## src/rtl/dsp_27x27s_rr_sched.sv

```systemverilog
// Round-robin scheduler sharing one pipelined signed 27x27 multiplier among NUM_REQ requesters.
// Optional performance counters (perf_issued, perf_stall, perf_clr) are built when DSP27_SCHED_PERF_EN is defined.

module dsp_27x27s #(
  parameter string FAMILY  = "Agilex",
  parameter int    LATENCY = 4
) (
  input  logic               clk,
  input  logic signed [26:0] ax,
  input  logic signed [26:0] ay,
  output logic signed [53:0] res
);

  localparam int MAX_LAT = (FAMILY == "Agilex") ? 8 : 4;

  if (LATENCY < 1 || LATENCY > MAX_LAT) begin : g_bad_latency
    $error("dsp_27x27s: LATENCY out of range for FAMILY");
  end

  logic signed [26:0] ax_p0;
  logic signed [26:0] ay_p0;
  logic signed [53:0] mult_p0;

  always_ff @(posedge clk) begin
    ax_p0 <= ax;
    ay_p0 <= ay;
  end

  // stage 0 -> 1: full-precision product of the registered operands
  assign mult_p0 = $signed({{27{ax_p0[26]}}, ax_p0}) * $signed({{27{ay_p0[26]}}, ay_p0});

  if (LATENCY == 1) begin : g_lat1
    assign res = mult_p0;
  end else begin : g_pipe
    logic signed [53:0] prod_pn [1:LATENCY-1];

    always_ff @(posedge clk) begin
      prod_pn[1] <= mult_p0;
      for (int k = 2; k < LATENCY; k++) begin
        prod_pn[k] <= prod_pn[k-1];
      end
    end

    assign res = prod_pn[LATENCY-1];
  end

endmodule

module dsp_27x27s_rr_sched #(
  parameter string FAMILY  = "Agilex",
  parameter int    LATENCY = 4,
  parameter int    NUM_REQ = 4,
  parameter int    ID_W    = $clog2(NUM_REQ)
) (
  input  logic                           clk,
  input  logic                           rst_n,
  input  logic [NUM_REQ-1:0]             req_valid,
  output logic [NUM_REQ-1:0]             req_ready,
  input  logic [NUM_REQ*27-1:0]          req_ax,
  input  logic [NUM_REQ*27-1:0]          req_ay,
  input  logic                           issue_en,
  output logic                           res_valid,
  output logic [ID_W-1:0]                res_id,
  output logic signed [53:0]             res_data,
`ifdef DSP27_SCHED_PERF_EN
  input  logic                           perf_clr,
  output logic [31:0]                    perf_issued,
  output logic [31:0]                    perf_stall,
`endif
  output logic                           busy,
  output logic [$clog2(LATENCY+1)-1:0]   inflight
);

  localparam int CNT_W = $clog2(LATENCY+1);

  logic [ID_W-1:0]    rr_ptr;
  logic [ID_W-1:0]    grant_id;
  logic               grant_vld;
  logic [ID_W:0]      scan_idx;
  logic signed [26:0] ax_sel;
  logic signed [26:0] ay_sel;

  // Reset also blocks grants so nothing is accepted while the pipeline is being cleared.
  always_comb begin
    grant_vld = 1'b0;
    grant_id  = '0;
    scan_idx  = '0;
    if (issue_en && rst_n) begin
      for (int k = 0; k < NUM_REQ; k++) begin
        scan_idx = {1'b0, rr_ptr} + (ID_W+1)'(k);
        if (scan_idx >= (ID_W+1)'(NUM_REQ)) begin
          scan_idx = scan_idx - (ID_W+1)'(NUM_REQ);
        end
        if (!grant_vld && req_valid[scan_idx[ID_W-1:0]]) begin
          grant_vld = 1'b1;
          grant_id  = scan_idx[ID_W-1:0];
        end
      end
    end
  end

  assign req_ready = grant_vld ? (NUM_REQ'(1) << grant_id) : '0;

  always_comb begin
    ax_sel = '0;
    ay_sel = '0;
    if (grant_vld) begin
      ax_sel = $signed(req_ax[27*int'(grant_id) +: 27]);
      ay_sel = $signed(req_ay[27*int'(grant_id) +: 27]);
    end
  end

  always_ff @(posedge clk or negedge rst_n) begin
    if (!rst_n) begin
      rr_ptr <= '0;
    end else if (grant_vld) begin
      rr_ptr <= (grant_id == ID_W'(NUM_REQ-1)) ? '0 : grant_id + ID_W'(1);
    end
  end

  dsp_27x27s #(
    .FAMILY  (FAMILY),
    .LATENCY (LATENCY)
  ) u_dsp (
    .clk (clk),
    .ax  (ax_sel),
    .ay  (ay_sel),
    .res (res_data)
  );

  // Tag pipeline: one stage per multiplier register, masks stale products after reset
  logic            vld_pn [LATENCY];
  logic [ID_W-1:0] id_pn  [LATENCY];

  always_ff @(posedge clk or negedge rst_n) begin
    if (!rst_n) begin
      for (int k = 0; k < LATENCY; k++) begin
        vld_pn[k] <= 1'b0;
        id_pn[k]  <= '0;
      end
    end else begin
      vld_pn[0] <= grant_vld;
      id_pn[0]  <= grant_vld ? grant_id : '0;
      for (int k = 1; k < LATENCY; k++) begin
        vld_pn[k] <= vld_pn[k-1];
        id_pn[k]  <= id_pn[k-1];
      end
    end
  end

  assign res_valid = vld_pn[LATENCY-1];
  assign res_id    = id_pn[LATENCY-1];

  always_ff @(posedge clk or negedge rst_n) begin
    if (!rst_n) begin
      inflight <= '0;
    end else begin
      case ({grant_vld, res_valid})
        2'b10:   inflight <= inflight + CNT_W'(1);
        2'b01:   inflight <= inflight - CNT_W'(1);
        default: inflight <= inflight;
      endcase
    end
  end

  assign busy = (inflight != '0);

`ifdef DSP27_SCHED_PERF_EN
  logic stall;

  assign stall = (|req_valid) && !grant_vld;

  always_ff @(posedge clk or negedge rst_n) begin
    if (!rst_n) begin
      perf_issued <= '0;
      perf_stall  <= '0;
    end else if (perf_clr) begin
      perf_issued <= '0;
      perf_stall  <= '0;
    end else begin
      if (grant_vld) perf_issued <= perf_issued + 32'd1;
      if (stall)     perf_stall  <= perf_stall + 32'd1;
    end
  end
`endif

endmodule

```

## config.mk

```make
export PLATFORM = sky130hd
export DESIGN_NAME = dsp_27x27s_rr_sched
export DESIGN_NICKNAME = d
export VERILOG_FILES = /design/src/rtl/dsp_27x27s_rr_sched.sv
export SDC_FILE = /design/constraint.sdc
export NUM_CORES = 2
export LEC_CHECK = 0
export CAP_MARGIN = 20
export CORE_MARGIN = 1
export CORE_UTILIZATION = 32
export DETAILED_ROUTE_END_ITERATION = 12
export SLEW_MARGIN = 20
export SYNTH_ARGS = -nofsm -noshare
export SYNTH_HDL_FRONTEND = slang
export SYNTH_HIERARCHICAL = 1
export SYNTH_SLANG_ARGS = --single-unit
```

## constraint.sdc

```tcl
create_clock -name clk -period 8.6 [get_ports clk]
set_clock_uncertainty 0.2 [all_clocks]
set_input_delay 2.15 -clock clk [delete_from_list [all_inputs] [get_ports clk]]
set_output_delay 2.15 -clock clk [all_outputs]
set_load 0.005 [all_outputs]
```

==> impl_metrics.py <==
metrics = {
    "placed_design": {
        "dp_hpwl_mm": 76.9,
        "port_buffers": 287,
        "place_inst": 4994,
        "gp_congestion": 0.900,
        "dpl_cell_area_um2": 37600,
    },
    "finish": {
        "stdcell_area_um2": 38600,
        "antenna_cells": 0,
        "nets": 4805,
        "register_area_um2": 4750,
        "final_cell_count_no_fill": 5046,
        "drive_above_1_share_pct": 4.84,
        "nFillCells": 10300,
        "postLayoutCoreUtil_pct": 37.6,
        "syn_to_final_growth_pct": 16.0,
        "multiInputGateArea_um2": 24200,
    },
    "yosys": {
        "synth_top_area_share_pct": 45.9,
        "synth_top_area_cell": "fa_1",
        "synth.net_count": 4600,
        "netlist_area_um2": 33300,
        "ys_types": 57,
        "synth_edf_count": 0,
        "seq_area_frac_synth_pct": 14.3,
        "synth_cells": 3452,
        "async_reset_ff_share_pct": 7.30,
        "synthTopCellsByArea": "fa_1 (46%), dfxtp_1 (13%), inv_1 (9.4%)",
        "ys.flop_type": "dfxtp_1",
        "ys.warnings.count": 6,
        "synth.avg_cell_area_um2": 9.63,
        "ys_ff_latch": 233,
    },
    "power_and_ir_drop": {
        "total_power_w": 0.00772,
        "powerDensity_nw_per_um2": 200,
        "power.leakage_nw": 19.1,
        "peakVddDrop_uv": 167,
    },
    "clocking": {
        "cts_tree": "done",
        "cts_made_buffers": 28,
        "cts.repair_timing.setup_buffer_count": 0,
        "numClockSinks": 233,
        "root_buffer": "clkbuf_16",
        "clk_pin_slew_ns": 0.06,
        "htree_num_levels": 1,
        "post_cts_resized": 0,
        "clk_latency_ns": 0.60,
        "cts_hold_buffers": 0,
        "cts_buffer_depth": 3,
    },
    "job": {
        "maxCapViolations": 0,
    },
    "sta": {
        "maxSlewHeadroom_pct": 29.2,
        "setup_violations": 0,
        "hold_viol_final": 0,
        "final.period_utilization_pct": 93.4,
        "rsz0062_at_grt": "false",
        "period_minus_slack_ns": 8.03,
        "worstMarginPinSlew_ns": 1.06,
        "tns_ns": 0,
        "max_freq_mhz": 125,
        "drv_slew": 0,
    },
    "drt": {
        "wl_per_cell_um": 18.0,
        "wl_mm": 90.8,
        "vias": 23100,
        "drt_iter0_drc": 1136,
        "ant_nets": 0,
        "dr.pass1.iters": 5,
        "vias_per_cell": 4.57,
        "drc_errors": 0,
    },
    "worst_setup_path": {
        "worst-path-stages": 24,
        "crit_type": "reg -> reg",
        "slowest_stage": "dfxtp_1",
        "critPathLaunchType": "flop",
        "crit_chain": "and2_1 > fa_1 > fa_1 > inv_1 > fa_1 > fa_1 > inv_1 > fa_1 > fa_1 > inv_1 > fa_1 > inv_1 > ha_1 > nand2_1 > nor2_1 > a211oi_1 > buf_4 > o311ai_0 > buf_4 > a21oi_1 > a21oi_2 > a2111oi_4 > o31a_1 > o311ai_2",
        "slowest_delay_ns": 0.99,
        "cp.buffers_inverters": 6,
        "crit_family": "adder cells",
        "critPathMaxFanout": 23,
        "crit_top_cell": "fa_1",
        "critPathRequiredTime_ns": 8.90,
        "critPathCaptureType": "flop",
        "reg2regPathDepth": 24,
        "worstPathArrival_ns": 8.33,
    },
    "hold_path": {
        "hold_depth": 0,
        "min_path_type": "reg -> reg",
    },
    "global_routing": {
        "antenna_found_initial": 2,
        "grt_pass1_vias": 25600,
        "grt_pass1_wl_mm": 147,
        "grt_max_degree": 78,
        "grt.overflow.total": 0,
        "track_usage_pct": 17.9,
    },
    "floorplan": {
        "core_area_um2": 102000,
        "fp.dieArea_um2": 105000,
        "initial_core_util_pct": 32.5,
        "rows": 117,
        "die_w_um": 324,
        "die_h_um": 324,
        "boundaryPins": 288,
    },
    "status": {
        "outcome": "finished clean",
    },
}
-- area by class of cell --
| type | count | area share, % |
|---|---|---|
| multi-input combinational | 2160 | 62.8 |
| inverter | 832 | 8.09 |
| timing repair buffer | 402 | 9.80 |
| tap | 1368 | 4.44 |
| sequential | 233 | 12.3 |
| clock inverter | 15 | 0.341 |
| clock buffer | 36 | 2.19 |
-- cell usage after synthesis, types with 4 or more instances --
master and instances:
ha_1 163, nand2b_1 12, buf_6 9, a21o_1 20, fa_1 762, o211ai_1 6
xnor2_1 43, and2_1 303, a21oi_1 49, a31oi_1 5, nor2_1 54, buf_4 63
and3_1 4, xor2_1 17, nand4_1 8, nand3_1 7, o22ai_1 108, o2111ai_1 4
a211oi_1 8, mux2i_1 55, nor2b_1 7, dfrtp_1 17, nand2_1 437, inv_1 832
nor3_1 6, o21bai_1 9, clkbuf_1 140, buf_1 4, o21ai_0 32, o21a_1 4
o31ai_1 4, dfxtp_1 216, buf_2 11
-- cells in the final DEF, fill, tap and decap left out, drive strengths merged, types with 6 or more instances in the layout --
master	count
mux2i	55
o211ai	6
a21oi	52
inv	835
nor3	6
o21bai	9
nor2	54
clkdlybuf4s50	287
and2	303
ha	163
a211oi	8
nand2	437
nand3	7
dfxtp	216
a21o	20
clkbuf	36
nor2b	7
dfrtp	17
xnor2	43
o22ai	108
o21ai	34
xor2	17
nand2b	12
nand4	8
fa	762
buf	115
clkinv	9
-- path summary, 6_finish.rpt --
check                                                    start                                  end  slack [ns]
max in group asynchronous                                rst_n                   id_pn[4]$_DFF_PN0_        6.32
hold / removal             u_dsp/g_pipe.prod_pn[0][40]$_DFF_P_  u_dsp/g_pipe.prod_pn[0][94]$_DFF_P_        0.12
min in group asynchronous                                rst_n                  vld_pn[2]$_DFF_PN0_        1.68
setup / recovery                        u_dsp/ay_p0[9]$_DFF_P_  u_dsp/g_pipe.prod_pn[0][51]$_DFF_P_        0.57
hold reg to reg            u_dsp/g_pipe.prod_pn[0][40]$_DFF_P_  u_dsp/g_pipe.prod_pn[0][94]$_DFF_P_        0.12
setup reg to reg                        u_dsp/ay_p0[9]$_DFF_P_  u_dsp/g_pipe.prod_pn[0][51]$_DFF_P_        0.57
-- metal layers --
layer	vias up	global-route usage [%]	wire, um
met5	-	0	0
li1	10500	-	-
met2	577	31.9	46300
met1	11900	22.0	37200
met4	0	6.45	3720
met3	148	2.10	3550
-- per-stage QoR --
step	setup slack, ns	hold slack, ns
after floorplan	1.61	0.110
after global placement	0.722	0.111
after detailed placement	0.741	0.112
after CTS	0.675	0.125
after global routing	0.175	0.130
final	0.569	0.124
-- power breakdown --
group	internal [W]	switching (W)
Combinational	0.00204	0.00268
Clock	0.000726	0.000514
Sequential	0.00151	0.000250
Total	0.00427	0.00345
-- kinds of logic after synthesis --
kind of cell | Yosys count | share of synthesized area [%]
XOR/XNOR | 60 | 1.58
buffers and inverters | 1059 | 12.9
AO/OA/AOI/OAI | 274 | 5.34
AND/OR/NAND/NOR | 846 | 12.2
multiplexers | 55 | 1.66
flip-flops | 233 | 14.3
adder cells (fa/ha/maj) | 925 | 52.0
-- registers in the layout, indices dropped and copies added, names as in the netlist --
| signal | count |
|---|---|
| rr_ptr | 2 |
| id_pn | 6 |
| u_dsp/ax_p0 | 27 |
| vld_pn | 3 |
| u_dsp/ay_p0 | 27 |
| inflight | 3 |
| u_dsp/g_pipe.prod_pn | 162 |
| res_id | 2 |
| res_valid | 1 |
Power figures use the tool's default switching activity.
